$ cat src/rtl/receptor_comando_valvula.sv
// -----------------------------------------------------------------------------
// receptor_comando_valvula
//
// Front end of the tank controller on the RX pin. It contains an 8N1 UART
// receiver and a decoder for the manual-valve commands. The decoder turns
// ASCII bytes into the manual-mode and manual-open levels that the valve
// logic uses. A failsafe timer drops manual mode when no valid command has
// arrived for TIMEOUT_CICLOS clocks.
//
// Parameters
//   CICLOS_BIT      clocks per serial bit (even, >= 4)
//   TIMEOUT_CICLOS  clocks without a valid command before manual mode expires
//
// Ports
//   clock            in   system clock, rising edge
//   reset            in   asynchronous reset, active low
//   RX               in   serial line, idle high, asynchronous to clock
//   dado_recebido    out  [7:0] last correctly framed byte
//   pronto_rx        out  1-cycle pulse: dado_recebido was updated
//   erro_quadro      out  1-cycle pulse: the stop bit was sampled low
//   comando_invalido out  1-cycle pulse: the framed byte is not a command
//   manual           out  level: manual valve control is active
//   abrir_manual     out  level: manual open request (always 0 when manual=0)
//   db_estado        out  [3:0] receiver state code
// -----------------------------------------------------------------------------
module receptor_comando_valvula #(
    parameter int CICLOS_BIT     = 434,
    parameter int TIMEOUT_CICLOS = 500_000_000
) (
    input  logic       clock,
    input  logic       reset,
    input  logic       RX,
    output logic [7:0] dado_recebido,
    output logic       pronto_rx,
    output logic       erro_quadro,
    output logic       comando_invalido,
    output logic       manual,
    output logic       abrir_manual,
    output logic [3:0] db_estado
);

    localparam int CNT_W = (CICLOS_BIT > 1) ? $clog2(CICLOS_BIT) : 1;
    localparam int TMO_W = (TIMEOUT_CICLOS > 1) ? $clog2(TIMEOUT_CICLOS) : 1;

    localparam logic [CNT_W-1:0] META_BIT = CNT_W'(CICLOS_BIT / 2 - 1);
    localparam logic [CNT_W-1:0] FIM_BIT  = CNT_W'(CICLOS_BIT - 1);
    localparam logic [TMO_W-1:0] FIM_TMO  = TMO_W'(TIMEOUT_CICLOS - 1);

    typedef enum logic [3:0] {
        OCIOSO       = 4'd0,
        INICIO       = 4'd1,
        DADOS        = 4'd2,
        PARADA       = 4'd3,
        ESPERA_LINHA = 4'd5
    } estado_t;

    typedef enum logic [2:0] {
        CMD_MANUAL = 3'd0,
        CMD_ABRIR  = 3'd1,
        CMD_FECHAR = 3'd2,
        CMD_AUTO   = 3'd3,
        CMD_NENHUM = 3'd4
    } cmd_t;

    // Map a received byte to a command. Upper and lower case are accepted.
    function automatic cmd_t classifica(input logic [7:0] b);
        cmd_t c;
        case (b)
            8'h4D, 8'h6D: c = CMD_MANUAL;
            8'h41, 8'h61: c = CMD_ABRIR;
            8'h46, 8'h66: c = CMD_FECHAR;
            8'h55, 8'h75: c = CMD_AUTO;
            default:      c = CMD_NENHUM;
        endcase
        return c;
    endfunction

    // Synchronizer and line-valid tracking
    logic       rx_meta_r;
    logic       rx_sync_r;
    logic [1:0] sync_cheio_r;

    // Receiver
    estado_t          estado_r, estado_n;
    logic [CNT_W-1:0] cnt_r, cnt_n;
    logic [2:0]       bit_r, bit_n;
    logic [7:0]       shift_r, shift_n;
    logic [7:0]       dado_r, dado_n;
    logic             pronto_r, pronto_n;
    logic             erro_r, erro_n;

    // Decoder and failsafe timer
    cmd_t             cmd_s;
    logic             cmd_valido_s;
    logic             manual_r, manual_n;
    logic             abrir_r, abrir_n;
    logic             invalido_r, invalido_n;
    logic [TMO_W-1:0] tmo_r, tmo_n;

    // Two-flop synchronizer for RX. Both stages reset to idle-high. The
    // sync_cheio_r chain marks when both stages hold real line samples. This
    // stops the reset value of the synchronizer from looking like "line seen
    // high" while RX is still low.
    always_ff @(posedge clock or negedge reset) begin
        if (!reset) begin
            rx_meta_r    <= 1'b1;
            rx_sync_r    <= 1'b1;
            sync_cheio_r <= 2'b00;
        end else begin
            rx_meta_r    <= RX;
            rx_sync_r    <= rx_meta_r;
            sync_cheio_r <= {sync_cheio_r[0], 1'b1};
        end
    end

    // Receiver state and datapath registers
    always_ff @(posedge clock or negedge reset) begin
        if (!reset) begin
            estado_r <= ESPERA_LINHA;
            cnt_r    <= '0;
            bit_r    <= 3'd0;
            shift_r  <= 8'h00;
            dado_r   <= 8'h00;
            pronto_r <= 1'b0;
            erro_r   <= 1'b0;
        end else begin
            estado_r <= estado_n;
            cnt_r    <= cnt_n;
            bit_r    <= bit_n;
            shift_r  <= shift_n;
            dado_r   <= dado_n;
            pronto_r <= pronto_n;
            erro_r   <= erro_n;
        end
    end

    // Receiver next state. The start bit is sampled at its middle, and every
    // later bit is sampled one full bit period after the previous sample.
    always_comb begin
        estado_n = estado_r;
        cnt_n    = cnt_r;
        bit_n    = bit_r;
        shift_n  = shift_r;
        dado_n   = dado_r;
        pronto_n = 1'b0;
        erro_n   = 1'b0;
        case (estado_r)
            ESPERA_LINHA: begin
                cnt_n = '0;
                bit_n = 3'd0;
                if (rx_sync_r && sync_cheio_r[1]) begin
                    estado_n = OCIOSO;
                end else begin
                    estado_n = ESPERA_LINHA;
                end
            end
            OCIOSO: begin
                cnt_n = '0;
                bit_n = 3'd0;
                if (!rx_sync_r) begin
                    estado_n = INICIO;
                end else begin
                    estado_n = OCIOSO;
                end
            end
            INICIO: begin
                if (cnt_r == META_BIT) begin
                    cnt_n = '0;
                    bit_n = 3'd0;
                    // A line that is high again at mid start bit was a glitch.
                    if (rx_sync_r) begin
                        estado_n = OCIOSO;
                    end else begin
                        estado_n = DADOS;
                    end
                end else begin
                    cnt_n = cnt_r + CNT_W'(1);
                end
            end
            DADOS: begin
                if (cnt_r == FIM_BIT) begin
                    cnt_n   = '0;
                    shift_n = {rx_sync_r, shift_r[7:1]};
                    bit_n   = bit_r + 3'd1;
                    if (bit_r == 3'd7) begin
                        estado_n = PARADA;
                    end else begin
                        estado_n = DADOS;
                    end
                end else begin
                    cnt_n = cnt_r + CNT_W'(1);
                end
            end
            PARADA: begin
                if (cnt_r == FIM_BIT) begin
                    cnt_n = '0;
                    if (rx_sync_r) begin
                        dado_n   = shift_r;
                        pronto_n = 1'b1;
                        estado_n = OCIOSO;
                    end else begin
                        // A break or framing fault: wait for the line to idle.
                        erro_n   = 1'b1;
                        estado_n = ESPERA_LINHA;
                    end
                end else begin
                    cnt_n = cnt_r + CNT_W'(1);
                end
            end
            default: begin
                estado_n = ESPERA_LINHA;
                cnt_n    = '0;
                bit_n    = 3'd0;
            end
        endcase
    end

    // Decoder and failsafe registers
    always_ff @(posedge clock or negedge reset) begin
        if (!reset) begin
            manual_r   <= 1'b0;
            abrir_r    <= 1'b0;
            invalido_r <= 1'b0;
            tmo_r      <= '0;
        end else begin
            manual_r   <= manual_n;
            abrir_r    <= abrir_n;
            invalido_r <= invalido_n;
            tmo_r      <= tmo_n;
        end
    end

    // Command decode and failsafe timer. The decoder acts on the registered
    // byte in the same cycle that pronto_rx is high. A valid command takes
    // priority over a timer expiry that falls in the same cycle.
    always_comb begin
        cmd_s        = classifica(dado_r);
        cmd_valido_s = 1'b0;
        manual_n     = manual_r;
        abrir_n      = abrir_r;
        invalido_n   = 1'b0;
        tmo_n        = tmo_r;
        if (pronto_r) begin
            case (cmd_s)
                CMD_MANUAL: begin
                    manual_n     = 1'b1;
                    abrir_n      = 1'b0;
                    cmd_valido_s = 1'b1;
                end
                CMD_ABRIR: begin
                    // Accepted in automatic mode, but it has no effect there.
                    if (manual_r) begin
                        abrir_n = 1'b1;
                    end else begin
                        abrir_n = 1'b0;
                    end
                    cmd_valido_s = 1'b1;
                end
                CMD_FECHAR: begin
                    abrir_n      = 1'b0;
                    cmd_valido_s = 1'b1;
                end
                CMD_AUTO: begin
                    manual_n     = 1'b0;
                    abrir_n      = 1'b0;
                    cmd_valido_s = 1'b1;
                end
                default: begin
                    invalido_n = 1'b1;
                end
            endcase
        end else begin
            cmd_valido_s = 1'b0;
        end

        if (cmd_valido_s) begin
            tmo_n = '0;
        end else if (!manual_r) begin
            tmo_n = '0;
        end else if (tmo_r == FIM_TMO) begin
            manual_n = 1'b0;
            abrir_n  = 1'b0;
            tmo_n    = '0;
        end else begin
            tmo_n = tmo_r + TMO_W'(1);
        end
    end

    assign dado_recebido    = dado_r;
    assign pronto_rx        = pronto_r;
    assign erro_quadro      = erro_r;
    assign comando_invalido = invalido_r;
    assign manual           = manual_r;
    assign abrir_manual     = abrir_r;
    assign db_estado        = estado_r;

endmodule

$ cat config.mk
export PLATFORM = sky130hd
export DESIGN_NAME = receptor_comando_valvula
export DESIGN_NICKNAME = d
export VERILOG_FILES = /design/src/rtl/receptor_comando_valvula.sv
export SDC_FILE = /design/constraint.sdc
export NUM_CORES = 1
export LEC_CHECK = 0
export ABC_AREA = 1
export CORE_MARGIN = 1.5
export CORE_UTILIZATION = 40
export CTS_BUF_LIST = sky130_fd_sc_hd__clkbuf_4 sky130_fd_sc_hd__clkbuf_8 sky130_fd_sc_hd__clkbuf_16
export DETAILED_ROUTE_END_ITERATION = 16
export PLACE_DENSITY = 0.56
export SLEW_MARGIN = 20
export SYNTH_ARGS = -nofsm -noshare
export SYNTH_HDL_FRONTEND = slang
export SYNTH_SLANG_ARGS = --single-unit
$ cat constraint.sdc
create_clock -name clock -period 1.7 [get_ports clock]
set_input_delay 0.34 -clock clock [delete_from_list [all_inputs] [get_ports clock]]
set_output_delay 0.34 -clock clock [all_outputs]
set_load 0.01 [all_outputs]
==> impl_metrics.py, run 1 <==
metrics = {
    "outcome": {
        "run_status": "complete, but fails checks",
        "violations": "negative hold slack",
    },
    "global_routing": {
        "grt_use_total": 0.177,
        "grt-ovfl-total": 0,
        "grt_pass1_vias": 3020,
        "antenna_found_initial": 0,
        "grt_pass1_wl_um": 14000,
        "grt_max_degree": 70,
    },
    "timing": {
        "max_freq_ghz": 0.620,
        "finClkSkew_ps": 15.2,
        "finalWorstSetupSlack_ps": 86.9,
        "finalHoldViolations": 6,
        "finalSetupViolCount": 0,
        "fin_crit_ps": 1610,
        "hold_ws_ps": -4.45,
        "maxSlewViolCount": 0,
        "rsz0062_at_grt": "no",
        "fin_setup_tns_ps": 0,
        "fin_crit_sh": 0.949,
    },
    "worst_setup_path": {
        "crit_chain": "clkdlybuf4s50_1",
        "end_kind": "output pin",
        "start_kind": "flop",
        "crit_family": "buffers and inverters",
        "worstSetupPathType": "reg2out",
        "crit_required_ps": 1360,
        "worst_ep_arrival_time_ps": 1270,
        "cp_slowest_stage_delay_ps": 550,
        "path_buf_inv": 1,
        "worstPathMaxFanout": 3,
        "slowest_stage": "clkdlybuf4s50_1",
    },
    "synth": {
        "yosys_register_bits": 69,
        "yosysSeqAreaShare": 0.462,
        "yosys-top-cells-count": "120 x nand2_1, 88 x nor2_1, 65 x dfrtp_1",
        "synth.area.top_cells": "dfrtp_1 43%, nand2_1 12%, nor2_1 8.8%",
        "synth_nets": 486,
        "syn_area_sq_um": 3750,
        "syn_inst": 477,
        "synthArstFlopShare": 1.00,
        "syn_avg_cell_area_sq_um": 7.85,
        "synth_edf_count": 0,
        "yosysTopAreaCellShare": 0.434,
        "ys.warnings.count": 0,
        "synth-main-ff-cell": "dfrtp_1",
        "synth_top_area_cell": "dfrtp_1",
        "yosysMostFrequentCell": "nand2_1",
        "synth_cell_types": 32,
    },
    "cts": {
        "htree_levels": 3,
        "clkTransAtPathRegs_ps": 80,
        "cts.sinks": 69,
        "ctsRootBufferMaster": "clkbuf_8",
        "numCtsBuffers": 9,
        "clock_path_buffers": 2,
        "cts_tree": "done",
        "worstSkewPairLatency_ps": 350,
    },
    "cells_and_area": {
        "drive_gt1_frac": 0.163,
        "regArea_sq_um": 1740,
        "multi_input_comb_area_sq_um": 1780,
        "area_growth_pct": 16.4,
        "nets": 524,
        "final_util": 0.477,
        "antenna_cells": 0,
        "fill_cells": 905,
    },
    "detailed_routing": {
        "firstDrtPassIters": 5,
        "drt_iter0_drc": 167,
        "dr_total_vias": 2971,
        "wl_per_cell_um": 12.4,
        "wirelength_um": 7840,
        "ant_nets": 0,
        "via_per_inst": 4.71,
        "drc_errors": 0,
    },
    "worst_hold_path": {
        "min-delay-path-class": "in2async",
    },
    "run": {
        "drv_cap": 0,
    },
    "power": {
        "leakagePower_nw": 1.97,
        "peakVddDrop_uv": 420,
        "finalPower_w": 0.00290,
        "p_per_area_nw_per_um2": 666,
    },
    "floorplan": {
        "rows": 35,
        "initial_core_util": 0.409,
        "dieHeight_um": 99.8,
        "io_pins": 20,
        "core_area_sq_um": 9150,
        "die_width_um": 99.8,
        "dieArea_sq_um": 9960,
    },
    "placement": {
        "hpwl_um": 5680,
        "post-place-ws_ps": 76.7,
        "port_buffers": 18,
        "place.gp.congestion": 0.867,
    },
}
==> layer usage <==
layer | vias to the layer above | GRT usage | routed length (um)
met4 | 0 | 0.0563 | 110
met5 | - | 0 | 0
met2 | 38 | 0.288 | 3610
met3 | 11 | 0.0474 | 269
li1 | 1556 | - | -
met1 | 1366 | 0.230 | 3850
==> power by group <==
group	leakage (nW)	total (W)	internal (W)	switching (W)
registers	0.931	0.00165	0.00165	0.00000147
clock network	0.0825	0.00121	0.000555	0.000656
logic	0.955	0.0000456	0.00000914	0.0000365
==> layout make-up <==
type,count,share of cell area
multi-input combinational,345,0.407
sequential,69,0.398
timing repair buffer,32,0.0703
inverter,58,0.0513
tap,111,0.0318
clock buffer,10,0.0301
clock inverter,6,0.0112
==> worst register-to-register path, cell delays in order, from the launching register on <==
cell and delay (ps):
dfrtp_1 410, inv_1 90, ha_1 140, nand4_1 100
nor2_2 160, inv_2 90, nor3_4 200, buf_12 140
nand2_1 40, o21ai_0 80
==> flip-flops by register name, indices dropped and copies added (netlist names) <==
register,count
db_estado,3
bit_r,3
pronto_rx,1
manual,1
shift_r,8
rx_sync_r,1
dado_recebido,8
comando_invalido,1
sync_cheio_r,2
cnt_r,9
rx_meta_r,1
abrir_manual,1
erro_quadro,1
tmo_r,29
==> cells in the final DEF, fill, tap and decap left out, types with 3 or more instances in the layout <==
cell type	instances
clkinvlp_4	4
dfstp_2	4
clkbuf_8	9
buf_4	12
dfrtp_1	62
nand2_2	5
ha_1	5
nor3_1	6
dfrtp_2	3
inv_1	52
nand3_1	29
nor2_1	87
o21ai_0	17
nor2_4	7
xnor2_1	6
xor2_1	15
nand4_1	10
nor3_2	4
inv_2	4
dlygate4sd2_1	3
nor2_2	15
clkdlybuf4s50_1	12
nand2_1	120
==> logic make-up (layout without fill, tap and decap cells) <==
logic type	count (synthesis)	in the layout	share of synthesized area
other	2	2	0.00200
buffers and inverters	63	106	0.0705
AOI/OAI and AO/OA	24	24	0.0384
and+or+nand+nor	292	292	0.358
DFF	69	69	0.462
adders and majority gates	6	6	0.0200
xor gates and xnor gates	21	21	0.0491
==> worst paths after layout <==
| kind | from | endpoint | slack, ps | depth (start not counted) |
|---|---|---|---|---|
| worst max-delay path | dado_recebido[2] | dado_recebido[2] | 90 | 1 |
| worst min-delay path | reset | tmo_r[16] | -4 | 2 |
| worst max register to register | cnt_r[1] | dado_recebido[2] | 160 | 9 |
| worst min register to register | sync_cheio_r[0] | sync_cheio_r[1] | 350 | 0 |
| max in group asynchronous | reset | rx_meta_r | 1370 | 2 |
| min in group clock | sync_cheio_r[0] | sync_cheio_r[1] | 350 | 0 |
==> per-stage QoR <==
step / cell area, sq um / instances
after detailed placement: 4060 / 606
after global routing: 4360 / 631
after floorplan: 3750 / 477
after CTS: 4270 / 625
final: 4360 / 631
after global placement: 4060 / 606
==> what timing repair did <==
| item | CTS | global route |
|---|---|---|
| setup buffers | 3 | 6 |
| endpoints found under the setup margin | 6 | 35 |
| gates resized for setup | 5 | 10 |
| pin swaps | 0 | 3 |
| gates cloned | 0 | 0 |
| hold buffers | 0 | 0 |
Power figures use the tool's default switching activity.
==> run 2, diff against run 1 <==
SKIP_CTS_REPAIR_TIMING = 1   (was unset)
==> run 2 against run 1 <==
The run still ends with negative hold slack left. Critical path depth grew 8. Final cell count decreased by 0.48%. Setup slack worse by 35 ps. Register-to-register slack got worse by 110 ps. Wire length increased by 0.97%. Sequential share of layout area rose by 0.086 points. Non-clock buffer count down 4. Total power is 0.14% higher. Highest routed layer unchanged.
==> impl_metrics.py, run 2 (synthesis results as in run 1) <==
metrics = {
    "detailed_routing": {
        "wirelength_um": 7910,
        "top_layer_used": "met4",
        "drc_errors": 0,
        "wl_met3_um": 257,
        "wl_met2_um": 3620,
        "firstDrtPassIters": 4,
        "wl_per_cell_um": 12.6,
        "drt_iter0_drc": 191,
        "met1_length_um": 3890,
        "dr_total_vias": 2987,
        "via_per_inst": 4.76,
        "ant_nets": 0,
    },
    "cts": {
        "numCtsBuffers": 9,
        "htree_levels": 3,
        "worstSkewPairLatency_ps": 350,
        "cts_tree": "done",
        "ctsRootBufferMaster": "clkbuf_8",
        "cts.sinks": 69,
        "clock_path_buffers": 2,
        "clkTransAtPathRegs_ps": 80,
    },
    "timing": {
        "rsz0062_at_grt": "yes",
        "max_freq_ghz": 0.607,
        "fin_crit_ps": 1650,
        "maxSlewViolCount": 0,
        "finalSetupViolCount": 0,
        "finClkSkew_ps": 16.0,
        "finalWorstSetupSlack_ps": 52.4,
        "fin_crit_sh": 0.969,
        "hold_ws_ps": -8.50,
        "finalHoldViolations": 6,
    },
    "floorplan": {
        "rows": 35,
        "initial_core_util": 0.409,
        "dieHeight_um": 99.8,
        "die_width_um": 99.8,
        "dieArea_sq_um": 9960,
        "core_area_sq_um": 9150,
        "io_pins": 20,
    },
    "power": {
        "p_per_area_nw_per_um2": 668,
        "finalPower_w": 0.00291,
        "seqPwrFrac": 0.567,
        "peakVddDrop_uv": 428,
        "internal-power_w": 0.00221,
        "combPwrFrac": 0.016,
        "leakagePower_nw": 2.01,
        "switchingPower_w": 0.000698,
        "clock_power_share": 0.418,
        "power.share.switching": 0.240,
    },
    "cells_and_area": {
        "area_growth_pct": 16.3,
        "largest_reg_flops": 29,
        "fill_cells": 905,
        "final_cell_mix": "120 x nand2_1, 87 x nor2_1, 61 x dfrtp_1",
        "nets": 521,
        "regMostFlops": "tmo_r",
        "antenna_cells": 0,
        "multi_input_comb_area_sq_um": 1780,
        "stdcell_count": 628,
        "final_area_sq_um": 4360,
        "reg_top3": "tmo_r: 29 flops, cnt_r: 9 flops",
        "drive_gt1_frac": 0.159,
        "regArea_sq_um": 1740,
        "layout_commonest_cell": "nand2_1",
    },
    "placement": {
        "dp_cells": 606,
        "place.gp.congestion": 0.867,
        "dpl_cell_area_sq_um": 4060,
        "hpwl_um": 5680,
        "post-place-ws_ps": 76.7,
        "port_buffers": 18,
    },
    "global_routing": {
        "grt_max_degree": 70,
        "grt_pass1_vias": 3006,
        "grt_use_total": 0.176,
        "grt_pass1_wl_um": 13900,
        "antenna_found_initial": 0,
        "grt-ovfl-total": 0,
    },
    "worst_setup_path": {
        "reg2reg_depth": 9,
        "end_kind": "flop",
        "worstReg2RegStart": "tmo_r[0]",
        "start_kind": "flop",
        "worstPathMaxFanout": 6,
        "slowest_stage": "dfrtp_1",
        "crit_chain": "ha_2 -> nand3_4 -> inv_2 -> nand2_4 -> nor2_4 -> a21oi_4 -> buf_4 -> nand3_1 -> nor2_1",
        "worst_ep_arrival_time_ps": 1920,
        "path_buf_inv": 2,
        "worst_r2r_endpoint": "tmo_r[23]",
        "worstSetupPathType": "reg2reg",
        "crit_required_ps": 1980,
        "crit_family": "simple AND/OR/NAND/NOR gates",
        "r2r_setup_slack_ps": 50,
        "cp_slowest_stage_delay_ps": 400,
    },
    "worst_hold_path": {
        "min-delay-path-class": "in2async",
    },
    "outcome": {
        "run_status": "complete, but fails checks",
        "violations": "negative hold slack",
    },
    "run": {
        "drv_cap": 0,
    },
}
==> run 2: changes by cell type in the layout (fill, tap and decap cells not counted) <==
cell,before,now
nand2_4,2,3
clkdlybuf4s50_1,12,10
nand3_1,29,30
dlymetal6s2s_1,2,7
dfrtp_1,62,61
nand3_2,1,0
dfrtp_2,3,4
dlygate4sd2_1,3,0
buf_4,12,8
==> run 2: routing by layer <==
metal	vias up	track usage
met4	0	0.0563
met1	1381	0.229
met5	-	0
li1	1551	-
met2	42	0.286
met3	13	0.0474
==> run 2: cell type report <==
type	count	share of cell area
inverter	58	0.0514
timing repair buffer	28	0.0672
clock buffer	10	0.0302
tap	111	0.0319
clock inverter	6	0.0112
sequential	69	0.399
multi-input combinational	346	0.409
==> run 2: worst max path at each step <==
stage	startpoint	end	cells after the start
6_report	tmo_r[0]	tmo_r[23]	9
3_5_place_dp	dado_recebido[7]	tmo_r[20]	8
2_1_floorplan	tmo_r[0]	tmo_r[20]	9
4_1_cts	db_estado[0]	db_estado[0]	1
5_1_grt	tmo_r[0]	tmo_r[23]	9
3_3_place_gp	dado_recebido[7]	tmo_r[20]	8
==> run 2: power groups by stage <==
stage | clock (W) | sequential (W) | combinational [W]
after detailed placement | 0 | 0.00168 | 0.0000491
after global routing | 0.00134 | 0.00165 | 0.0000546
final | 0.00122 | 0.00165 | 0.0000455
after floorplan | 0 | 0.00168 | 0.00000700
after CTS | 0.00127 | 0.00165 | 0.0000497
after global placement | 0 | 0.00168 | 0.0000494
==> run 2: metrics by stage <==
step                      TNS (ps)  utilization
after CTS                     -402        0.464
after global placement           0        0.444
final                            0        0.476
after floorplan                  0            -
after global routing          -687        0.476
after detailed placement         0        0.444
